**config.mk**
```make
export PLATFORM = sky130hd
export DESIGN_NAME = sb_spi_initiator
export DESIGN_NICKNAME = d
export VERILOG_FILES = /design/src/rtl/sb_spi_pkg.sv /design/src/rtl/sb_bus_cycle.sv /design/src/rtl/sb_spi_initiator.sv
export SDC_FILE = /design/constraint.sdc
export NUM_CORES = 1
export LEC_CHECK = 0
export ABC_AREA = 1
export BUFFER_PORTS_ARGS = -buffer_cell sky130_fd_sc_hd__buf_4
export CAP_MARGIN = 20
export CORE_MARGIN = 2
export CORE_UTILIZATION = 40
export DETAILED_ROUTE_END_ITERATION = 8
export GPL_TIMING_DRIVEN = 0
export PLACE_DENSITY = 0.58
export SLEW_MARGIN = 20
export SYNTH_ARGS = -nofsm -noshare
export SYNTH_HDL_FRONTEND = slang
export SYNTH_HIERARCHICAL = 1
export SYNTH_SLANG_ARGS = --single-unit
```
**constraint.sdc**
```tcl
create_clock -name clk -period 3.09 [get_ports clk]
set_clock_uncertainty 0.2 [all_clocks]
set_input_delay 0.309 -clock clk [delete_from_list [all_inputs] [get_ports clk]]
set_output_delay 0.309 -clock clk [all_outputs]
set_load 0.02 [all_outputs]
```
**src/rtl/sb_spi_pkg.sv**
```systemverilog
// sb_spi_pkg: register map, status/control bit positions and sequencer states
// shared by the system-bus SPI initiator.
package sb_spi_pkg;
    localparam logic [3:0] OFF_CR1  = 4'h9;
    localparam logic [3:0] OFF_CR2  = 4'hA;
    localparam logic [3:0] OFF_BR   = 4'hB;
    localparam logic [3:0] OFF_SR   = 4'hC;
    localparam logic [3:0] OFF_TXDR = 4'hD;
    localparam logic [3:0] OFF_RXDR = 4'hE;
    localparam logic [3:0] OFF_CSR  = 4'hF;
    localparam int SR_TIP  = 7;
    localparam int SR_BUSY = 6;
    localparam int SR_TRDY = 4;
    localparam int SR_RRDY = 3;
    localparam int CR2_MSTR = 7;
    localparam int CR2_MCSH = 6;
    localparam int CR2_MODE = 1;
    localparam logic [7:0] CR1_SPE    = 8'h80;
    localparam logic [7:0] CSR_ALL_HI = 8'h0F;
    localparam logic [7:0] CSR_CS0_LO = 8'h0E;
    typedef enum logic [3:0] {
        INIT_CR1, INIT_CR2, INIT_BR, INIT_CSR, IDLE, CS_LO,
        POLL_T, WR_TX, POLL_R, RD_RX, CS_HI, ERROR
    } state_t;
    function automatic logic [7:0] cr2_val(input logic [1:0] mode);
        return 8'((1 << CR2_MSTR) | (1 << CR2_MCSH) | (int'(mode) << CR2_MODE));
    endfunction
    function automatic logic sr_bit(input logic [7:0] sr, input int idx);
        return |(sr & 8'(1 << idx));
    endfunction
endpackage

```
**src/rtl/sb_bus_cycle.sv**
```systemverilog
// sb_bus_cycle: one system-bus transaction; owns the strobe, holds the bus
// stable until acknowledge and gives up after ACK_TIMEOUT strobe cycles.
module sb_bus_cycle #(
    parameter int ACK_TIMEOUT = 16
) (
    input  logic       clk,
    input  logic       rst_n,
    input  logic       start,
    input  logic       rw,
    input  logic [7:0] adr,
    input  logic [7:0] wdata,
    output logic       done,
    output logic [7:0] rdata,
    output logic       timeout,
    output logic [7:0] sb_adr,
    output logic [7:0] sb_dat_o,
    output logic       sb_rw,
    output logic       sb_stb,
    input  logic [7:0] sb_dat_i,
    input  logic       sb_ack
);
    localparam int CW = $clog2(ACK_TIMEOUT + 1);
    localparam logic [CW-1:0] LAST = CW'(ACK_TIMEOUT - 1);
    logic [CW-1:0] cnt;
    // done/timeout pulse while the strobe is low, which provides the idle gap
    always_ff @(posedge clk or negedge rst_n) begin
        if (!rst_n) begin
            sb_stb   <= 1'b0;
            sb_rw    <= 1'b0;
            sb_adr   <= '0;
            sb_dat_o <= '0;
            rdata    <= '0;
            done     <= 1'b0;
            timeout  <= 1'b0;
            cnt      <= '0;
        end else begin
            done    <= 1'b0;
            timeout <= 1'b0;
            if (sb_stb) begin
                if (sb_ack) begin
                    sb_stb <= 1'b0;
                    done   <= 1'b1;
                    if (!sb_rw) rdata <= sb_dat_i;
                end else if (cnt == LAST) begin
                    sb_stb  <= 1'b0;
                    timeout <= 1'b1;
                end else begin
                    cnt <= cnt + 1'b1;
                end
            end else if (start) begin
                sb_stb   <= 1'b1;
                sb_rw    <= rw;
                sb_adr   <= adr;
                sb_dat_o <= wdata;
                cnt      <= '0;
            end
        end
    end
endmodule

```
**src/rtl/sb_spi_initiator.sv**
```systemverilog
// sb_spi_initiator: sequences SPI hard-IP register accesses to turn a
// valid/ready byte stream into complete SPI master transfers.
module sb_spi_initiator import sb_spi_pkg::*; #(
    parameter logic [3:0] BUS_ADDR74  = 4'b0000,
    parameter logic [5:0] CLK_DIV     = 6'd7,
    parameter logic [1:0] CPOL_CPHA   = 2'b00,
    parameter int         ACK_TIMEOUT = 16
) (
    input  logic       clk,
    input  logic       rst_n,
    input  logic       tx_valid,
    input  logic [7:0] tx_data,
    output logic       tx_ready,
    input  logic       cs_hold,
    output logic       rx_valid,
    output logic [7:0] rx_data,
    output logic       bus_err,
    output logic [7:0] sb_adr,
    output logic [7:0] sb_dat_o,
    output logic       sb_rw,
    output logic       sb_stb,
    input  logic [7:0] sb_dat_i,
    input  logic       sb_ack
);
    state_t state, next, adv;
    logic pend, start, rw, done, timeout, hold_q, cs_low, rx_hit;
    logic [3:0] off;
    logic [7:0] wdata, rdata, txb;

    sb_bus_cycle #(.ACK_TIMEOUT(ACK_TIMEOUT)) u_bus (
        .clk(clk), .rst_n(rst_n), .start(start), .rw(rw), .adr({BUS_ADDR74, off}),
        .wdata(wdata), .done(done), .rdata(rdata), .timeout(timeout),
        .sb_adr(sb_adr), .sb_dat_o(sb_dat_o), .sb_rw(sb_rw), .sb_stb(sb_stb),
        .sb_dat_i(sb_dat_i), .sb_ack(sb_ack)
    );

    always_comb begin
        adv   = state;
        rw    = 1'b1;
        off   = OFF_CSR;
        wdata = CSR_ALL_HI;
        case (state)
            INIT_CR1: begin off = OFF_CR1;  wdata = CR1_SPE;             adv = INIT_CR2; end
            INIT_CR2: begin off = OFF_CR2;  wdata = cr2_val(CPOL_CPHA);  adv = INIT_BR;  end
            INIT_BR:  begin off = OFF_BR;   wdata = {2'b00, CLK_DIV};    adv = INIT_CSR; end
            INIT_CSR: adv = IDLE;
            CS_LO:    begin wdata = CSR_CS0_LO; adv = POLL_T; end
            POLL_T:   begin off = OFF_SR;   rw = 1'b0; adv = sr_bit(rdata, SR_TRDY) ? WR_TX : POLL_T; end
            WR_TX:    begin off = OFF_TXDR; wdata = txb; adv = POLL_R; end
            POLL_R:   begin off = OFF_SR;   rw = 1'b0; adv = sr_bit(rdata, SR_RRDY) ? RD_RX : POLL_R; end
            RD_RX:    begin off = OFF_RXDR; rw = 1'b0; adv = hold_q ? IDLE : CS_HI; end
            CS_HI:    adv = IDLE;
            default:  ;
        endcase
        tx_ready = state == IDLE;
        start    = !pend && state != IDLE && state != ERROR;
        rx_hit   = state == RD_RX && sb_stb && sb_ack;
        next     = timeout ? ERROR : done ? adv :
                   (tx_ready && tx_valid) ? (cs_low ? POLL_T : CS_LO) : state;
    end

    always_ff @(posedge clk or negedge rst_n) begin
        if (!rst_n) begin
            state    <= INIT_CR1;
            pend     <= 1'b0;
            txb      <= '0;
            hold_q   <= 1'b0;
            cs_low   <= 1'b0;
            rx_valid <= 1'b0;
            rx_data  <= '0;
            bus_err  <= 1'b0;
        end else begin
            state    <= next;
            pend     <= (done || timeout) ? 1'b0 : (pend || start);
            rx_valid <= rx_hit;
            if (rx_hit) rx_data <= sb_dat_i;
            if (tx_ready && tx_valid) begin
                txb    <= tx_data;
                hold_q <= cs_hold;
            end
            if (done && state == CS_LO) cs_low <= 1'b1;
            if (done && state == CS_HI) cs_low <= 1'b0;
            if (timeout) bus_err <= 1'b1;
        end
    end
endmodule

```
==> results of run 1 <==
==> area by class of cell <==
class	count	area, sq um
fill	568	2810
sequential	52	1300
multi-input combinational	213	991
timing repair buffer	57	448
inverter	26	101
tap	75	93.8
clock buffer	6	82.6
buffer	4	41.3
clock inverter	2	13.8
==> stage by stage <==
stage	hold slack (ps)	instance area, sq um	std cells	worst slack (ps)	power (mW)
3_5_place_dp	190	2900	419	1190	2.64
2_1_floorplan	-187	2430	295	1430	2.14
6_report	6.79	3070	435	1170	3.04
3_3_place_gp	196	2900	419	1200	2.62
4_1_cts	3.40	3060	434	1150	3.07
5_1_grt	11.5	3070	435	935	3.32
==> power by group <==
| group | switching (mW) | internal, mW | total [mW] |
|---|---|---|---|
| sequential | 0.194 | 0.961 | 1.15 |
| combinational | 0.890 | 0.583 | 1.47 |
| clock | 0.232 | 0.184 | 0.416 |
==> flip-flops by register name (all words and copies together), names as in the netlist <==
name            count
u_bus/done          1
hold_q              1
u_bus/timeout       1
bus_err             1
state               4
txb                 8
rx_valid            1
u_bus/rdata         2
u_bus/sb_adr        8
pend                1
cs_low              1
u_bus/sb_rw         1
rx_data             8
u_bus/cnt           5
u_bus/sb_stb        1
u_bus/sb_dat_o      8
==> worst max-delay path, cell delays in order (launching register included) <==
cell     delay, ps
dfrtp_1        460
nor2_1         120
inv_2          100
nor2_4          40
nor3_1         410
nand2_4        120
inv_4          140
buf_6          150
nand2_1         60
nand2_1         60
==> metal layers <==
layer  wire length, microns  part of all wire (%)  vias up  track usage [%]
met5                      0                     0        -                0
met4                     70                   1.4        0             4.33
met3                    272                   5.3        9             3.74
met2                   2390                    46       57             26.8
met1                   2450                    47      907             22.6
li1                       -                     -     1024                -
==> worst max-delay path by stage <==
stage	from	endpoint	slack (ps)	cells after the start
CTS	state[0]$_DFFE_PN0P_	u_bus/sb_adr[0]$_DFFE_PN0P_	1150	9
global placement	state[0]$_DFFE_PN0P_	u_bus/sb_adr[1]$_DFFE_PN0P_	1200	9
floorplan	state[3]$_DFFE_PN0P_	u_bus/cnt[2]$_DFFE_PN0P_	1430	8
finish	state[0]$_DFFE_PN0P_	u_bus/sb_adr[0]$_DFFE_PN0P_	1170	9
detailed placement	state[3]$_DFFE_PN0P_	u_bus/sb_adr[0]$_DFFE_PN0P_	1190	10
global route	state[0]$_DFFE_PN0P_	u_bus/sb_adr[2]$_DFFE_PN0P_	940	9
==> what timing repair did <==
item,4_1_cts,5_1_grt
hold endpoints to repair,58,1
resized for setup,0,0
hold buffers,7,1
endpoints found under the setup margin,0,0
==> metrics.yaml, run 1 <==
finish:
  syn2layout_area_growth_pct: 26.8
  final_common_cell: "nand2_1"
  final_layout_size_suffix_gt1_share_pct: 24.2
  nNetsFinal: 382
  antenna_cells: 0
  final_cell_mix: "nand2_1 (122), dfrtp_1 (52), buf_4 (50)"
  postLayoutCoreUtil_pct: 52.2
worst_hold_path:
  hold_depth: 3
  holdPathEnd: "rx_data[3]$_DFFE_PN0P_"
  hold_class: "in2reg"
  hold_start: "sb_dat_i[3]"
timing:
  finalCriticalPeriod_ps: 1920
  fin_tns_setup_ps: 0
  fmax_mhz: 521
  max-slew-margin-rel_pct: 56.1
  fin_crit_sh_pct: 62.1
  tightestPinTransition_ps: 658
  hold_violations: 0
  setup_violations: 0
  drv_slew: 0
  rsz0062_at_grt: "false"
worst_setup_path:
  cp.required_ps: 3140
  critPathKind: "reg2reg"
  r2r_end: "u_bus/sb_adr[0]$_DFFE_PN0P_"
  reg2reg_slack_ps: 1170
  worst_r2r_startpoint: "state[0]$_DFFE_PN0P_"
  cp-start-kind: "flip-flop"
  r2r_cells: 9
  critPathMaxFanout: 10
  end_kind: "flip-flop"
  cp.arrival_ps: 1970
clock_network:
  cts_tree: "built"
  clock_latency_ps: 300
  clkSlewWorstSetupHoldPaths_ps: 100
  cts_setup_buffers: 0
  cts_made_buffers: 5
  cts_root_buf: "clkbuf_8"
  cts_htree_levels: 2
  clk_path_buf_depth: 2
  cts.sinks: 52
synthesis:
  synth_area_per_cell_sq_um: 8.30
  syn_area_sq_um: 2420
  yosys_warnings: 6
  synthCells: 292
placed_design:
  port-buffer-count: 49
  post-dp-hpwl_mm: 3.73
  gp_congestion: 0.875
drt:
  wl_mm: 5.18
  first_pass_iters: 4
  routed-via-count: 1997
  drtIter0Drc: 126
  detail_route.vias_per_cell: 4.59
  ant_nets: 0
  drc: 0
  wl_per_cell_microns: 11.9
run:
  drv_cap: 0
global_routing:
  track_usage_pct: 16.6
  grt_pass1_vias: 1857
  grt_first_pass_wirelength_mm: 8.51
  antenna_found_initial: 0
  grt_start_max_net_pins: 53
  grt_overflow: 0
floorplanning:
  num_rows: 28
  die_h_microns: 81.8
  start_util_pct: 41.2
  die_area_sq_um: 6700
  die_w_microns: 81.8
  ios: 50
  coreArea_sq_um: 5890
run_status:
  status: "finished clean"
pwr:
  power-per-cell-area_nw_per_um2: 990
  vdd_drop_max_v: 0.000436
  leakagePower_nw: 1.68
Power figures use the tool's default switching activity.
==> inputs of run 2 (changes only) <==
- clock period: 3.09 -> 1.9 ns (I/O delays scaled with it)
==> metrics.yaml, run 2 (synthesis gave the netlist of run 1 again) <==
placed_design:
  placed_area_sq_um: 2900
  gp_congestion: 0.875
  place_inst: 419
  post-dp-hpwl_mm: 3.73
  port-buffer-count: 49
  pre_cts_ws_ps: -0.735
worst_hold_path:
  hold_class: "in2reg"
  hold_start: "tx_valid"
  holdPathEnd: "txb[7]$_DFFE_PN0P_"
  hold_depth: 3
clock_network:
  cts_made_buffers: 5
  cts_htree_levels: 2
  clkSlewWorstSetupHoldPaths_ps: 100
  clk_path_buf_depth: 2
  cts.sinks: 52
  clock_latency_ps: 300
  cts_tree: "built"
  cts_root_buf: "clkbuf_8"
drt:
  wl_mm: 5.39
  drtIter0Drc: 180
  wl_per_cell_microns: 11.9
  ant_nets: 0
  routed-via-count: 2076
  detail_route.vias_per_cell: 4.59
  first_pass_iters: 4
  drc: 0
timing:
  max-slew-margin-rel_pct: 55.5
  finalCriticalPeriod_ps: 1780
  tightestPinTransition_ps: 667
  fin_tns_setup_ps: 0
  fmax_mhz: 561
  setup_violations: 0
  fin_crit_sh_pct: 93.8
  fin_ws_ps: 118
  drv_slew: 0
  hold_violations: 0
worst_setup_path:
  reg2reg_slack_ps: 120
  cp.required_ps: 1510
  critPathMaxFanout: 5
  cp-start-kind: "flip-flop"
  worst_r2r_startpoint: "state[1]$_DFFE_PN0P_"
  crit_chain: "nor2_1 -> inv_2 -> nor2_4 -> buf_4"
  r2r_cells: 6
  cpPeakStageDelay_ps: 460
  end_kind: "output port"
  critPathKind: "reg2out"
  r2r_end: "txb[2]$_DFFE_PN0P_"
  cp.arrival_ps: 1390
  slowest_stage: "dfrtp_2"
pwr:
  vdd_drop_max_v: 0.000736
  power_mw: 5.15
  power-per-cell-area_nw_per_um2: 1570
  leakagePower_nw: 1.76
global_routing:
  grt_start_max_net_pins: 53
  grt_pass1_vias: 1929
  antenna_found_initial: 0
  grt_overflow: 0
  grt_first_pass_wirelength_mm: 8.75
  track_usage_pct: 17.1
run_status:
  status: "finished clean"
floorplanning:
  ios: 50
  die_h_microns: 81.8
  die_w_microns: 81.8
  die_area_sq_um: 6700
  start_util_pct: 41.2
  num_rows: 28
  coreArea_sq_um: 5890
finish:
  final_area_sq_um: 3270
  final_common_cell: "nand2_1"
  nNetsFinal: 399
  stdcell_count: 452
  antenna_cells: 0
  final_cell_mix: "nand2_1 (119), buf_4 (56), dfrtp_1 (48)"
  syn2layout_area_growth_pct: 35.0
  final_layout_size_suffix_gt1_share_pct: 27.9
run:
  drv_cap: 0
run 2: cell count changes in the layout (fill, tap and decap cells not counted), moves of 3 or more:
| cell | before | now |
|---|---|---|
| dfrtp_2 | 0 | 4 |
| dfrtp_1 | 52 | 48 |
| nand2_2 | 4 | 7 |
| nand2_1 | 122 | 119 |
| buf_4 | 50 | 56 |
| dlygate4sd3_1 | 8 | 19 |
run 2: final cells by class:
cell class,count,area [sq um]
Sequential cell,52,1310
Inverter,26,106
Buffer,4,41.3
Fill cell,558,2620
Timing Repair Buffer,74,603
Multi-Input combinational cell,213,1020
Tap cell,75,93.8
Clock inverter,2,13.8
Clock buffer,6,82.6
run 2: repair_timing:
item,4_1_cts,5_1_grt
buffers inserted,0,6
pin swaps,0,2
hold buffers,19,0
endpoints found under the setup margin,8,20
hold endpoints to repair,74,0
gates resized for setup,1,15
run 2: stage by stage:
| step | util (%) | hold slack [ps] |
|---|---|---|
| floorplan | - | -306 |
| global placement | 49.2 | 76.6 |
| detailed placement | 49.2 | 71.3 |
| CTS | 54.2 | 86.5 |
| global route | 55.6 | 84.0 |
| finish | 55.6 | 96.7 |
run 2: worst max-delay path: cells and delay by family, from the launching register on:
family,cells,cell delay (ps)
AND/OR/NAND/NOR,2,380
buffers and inverters,2,260
flip-flops,1,460
run 2: layer usage:
layer	up-vias	wire length (microns)	track usage (%)
met1	948	2570	22.9
met4	0	70	4.33
li1	1064	-	-
met2	55	2510	28.1
met3	9	240	3.63
met5	-	0	0
run 2: worst max path at each step:
stage	from	endpoint	cells past startpoint
after floorplan	state[3]$_DFFE_PN0P_	u_bus/cnt[2]$_DFFE_PN0P_	8
after CTS	state[2]$_DFFE_PN0P_	state[3]$_DFFE_PN0P_	8
after detailed placement	state[3]$_DFFE_PN0P_	u_bus/sb_adr[0]$_DFFE_PN0P_	10
after global placement	state[0]$_DFFE_PN0P_	u_bus/sb_adr[1]$_DFFE_PN0P_	9
after global routing	state[0]$_DFFE_PN0P_	state[0]$_DFFE_PN0P_	9
final	state[1]$_DFFE_PN0P_	tx_ready	4
run 2: report_power, final:
part	switching, mW	internal (mW)	leakage, nW
sequential	0.335	1.57	0.648
combinational	1.50	1.07	1.06
clock	0.377	0.299	0.0516
total	2.21	2.94	1.76
==> inputs of run 3 (changes only) <==
- PLACE_DENSITY: 0.58 -> 0.59
- SYNTH_HIERARCHICAL: 1 -> not set
==> metrics.yaml, run 3 <==
worst_setup_path:
  reg2reg_slack_ps: 120
  cp.arrival_ps: 1770
  end_kind: "flip-flop"
  cp.required_ps: 1890
  critPathKind: "reg2reg"
  critPathMaxFanout: 4
  r2r_cells: 9
  r2r_end: "u_bus.cnt[3]$_DFFE_PN0P_"
  worst_r2r_startpoint: "u_bus.cnt[0]$_DFFE_PN0P_"
  cp-start-kind: "flip-flop"
clock_network:
  cts_htree_levels: 2
  cts.sinks: 48
  clk_path_buf_depth: 2
  cts_root_buf: "clkbuf_8"
  cts_made_buffers: 5
  clock_latency_ps: 300
  cts_tree: "built"
  clkSlewWorstSetupHoldPaths_ps: 80
pwr:
  p_seq_share_pct: 39.0
  leakagePower_nw: 1.55
  pwr-share-comb_pct: 47.9
  swShare_pct: 42.3
  clockPowerShare_pct: 13.1
  intPower_mw: 2.52
  p_switching_mw: 1.85
  vdd_drop_max_v: 0.000754
  power-per-cell-area_nw_per_um2: 1450
timing:
  fin_crit_sh_pct: 93.5
  finalCriticalPeriod_ps: 1780
  drv_slew: 0
  max-slew-margin-rel_pct: 59.9
  fmax_mhz: 563
  setup_violations: 0
  hold_violations: 0
  tightestPinTransition_ps: 601
  hold-worst-slack_ps: 52.7
drt:
  drtIter0Drc: 102
  wl_mm: 4.86
  detail_route.vias_per_cell: 4.57
  first_pass_iters: 4
  routed-via-count: 1870
  wl_per_cell_microns: 11.9
  ant_nets: 0
  drc: 0
synthesis:
  synth_ff_type: "dfrtp_1"
  yosysTopAreaCell: "dfrtp_1"
  syn_area_sq_um: 2230
  synth_top_area_share_pct: 53.9
  synth_area_leaders: "dfrtp_1 (54%), nand2_1 (13%), nor2_1 (4.4%)"
  synth_area_per_cell_sq_um: 8.64
  synthArstFlopShare_pct: 100
  yosys_warnings: 0
  synthMostInstantiatedCell: "nand2_1"
  ys_seq_elements: 48
  seq_area_frac_synth_pct: 53.9
  synthCells: 258
  synth_enable_flop_cells: 0
  synth_cell_type_count: 27
  synth.top_cells.by_count: "nand2_1 (77), dfrtp_1 (48), nor2_1 (26)"
finish:
  reg_top3: "rx_data x8, txb x8, u_bus.sb_dat_o x8"
  antenna_cells: 0
  final_common_cell: "nand2_1"
  multi_input_area_sq_um: 898
  final_layout_size_suffix_gt1_share_pct: 28.8
  final_cell_mix: "nand2_1 (73), buf_4 (54), dfrtp_1 (45)"
  postLayoutCoreUtil_pct: 55.3
  nNetsFinal: 360
  regArea_sq_um: 1200
  syn2layout_area_growth_pct: 34.8
  nFillCells: 509
worst_hold_path:
  hold_class: "in2reg"
  holdPathEnd: "hold_q$_DFFE_PN0P_"
  hold_start: "tx_valid"
  hold_depth: 3
run_status:
  status: "finished clean"
global_routing:
  antenna_found_initial: 0
  grt_overflow: 0
  track_usage_pct: 17.2
  grt_start_max_net_pins: 49
  grt_pass1_vias: 1817
  grt_first_pass_wirelength_mm: 8.27
floorplanning:
  die_h_microns: 78.7
  die_w_microns: 78.7
  num_rows: 27
  coreArea_sq_um: 5440
  start_util_pct: 41.0
  ios: 50
  die_area_sq_um: 6190
run:
  drv_cap: 0
placed_design:
  gp_congestion: 0.894
  port-buffer-count: 45
  post-dp-hpwl_mm: 3.36
## run 3: kinds of logic after synthesis
logic type	after synthesis	synth area share [%]
and+or+nand+nor	129	25.3
DFF	48	53.9
buffers and inverters	36	7.46
AOI/OAI and AO/OA	34	8.14
muxes	7	3.54
adders and majority gates	2	1.12
other	1	0.168
xor gates and xnor gates	1	0.393
## run 3: metal layers
layer / vias up / part of all wire [%] / global-route usage [%]
li1: 970 / - / -
met1: 849 / 47 / 22.6
met2: 46 / 47 / 27.7
met3: 5 / 4.6 / 3.68
met4: 0 / 1.7 / 6.84
met5: - / 0 / 0
## run 3: worst max-delay path, cell delays in order, from the launching register on
cell and delay [ps]:
dfrtp_1 400, ha_1 220, nand2_1 90, nor2_1 50
ha_1 190, nor2_2 120, nand2_2 100, nor2_2 100
xor2_1 150, nor2_1 60
## run 3: power groups by stage
stage	logic (mW)	registers (mW)	clock network, mW
floorplan	1.20	1.83	0
global placement	1.98	1.70	0
detailed placement	2.00	1.70	0
CTS	2.03	1.68	0.597
global route	2.35	1.76	0.636
finish	2.09	1.70	0.571
## run 3: area by class of cell
cell class | instances | share of cell area (%)
inverter | 29 | 3.62
timing repair buffer | 69 | 18.8
clock buffer | 6 | 2.41
tap | 72 | 3.00
multi-input combinational | 177 | 29.9
buffer | 7 | 2.00
sequential | 48 | 40.1
clock inverter | 1 | 0.167
## run 3: worst max-delay path by stage
stage / from / endpoint / slack (ps) / cells after the start
2_1_floorplan: u_bus.cnt[0]$_DFFE_PN0P_ / u_bus.cnt[3]$_DFFE_PN0P_ / 160 / 9
3_3_place_gp: state[0]$_DFFE_PN0P_ / state[1]$_DFFE_PN0P_ / 10 / 8
3_5_place_dp: u_bus.cnt[0]$_DFFE_PN0P_ / u_bus.cnt[3]$_DFFE_PN0P_ / 20 / 9
4_1_cts: u_bus.cnt[0]$_DFFE_PN0P_ / u_bus.cnt[3]$_DFFE_PN0P_ / 0.0009 / 9
5_1_grt: state[3]$_DFFE_PN0P_ / state[1]$_DFFE_PN0P_ / -7 / 9
6_report: u_bus.cnt[0]$_DFFE_PN0P_ / u_bus.cnt[3]$_DFFE_PN0P_ / 120 / 9
## run 3: what timing repair did
item	CTS	global route
gates resized for setup	0	15
hold endpoints to repair	70	0
buffers inserted	0	5
setup endpoints to repair	0	29
hold buffers	19	0
## run 3: stage by stage
step / std cells / worst slack, ps / cell area [sq um] / TNS [ps] / total power, mW
floorplan: 261 / 164 / 2240 / 0 / 3.03
global placement: 378 / 10.2 / 2670 / 0 / 3.68
detailed placement: 378 / 24.4 / 2670 / 0 / 3.69
CTS: 404 / 0.000888 / 2940 / 0 / 4.31
global route: 409 / -6.71 / 3010 / -8.83 / 4.74
finish: 409 / 123 / 3010 / 0 / 4.36
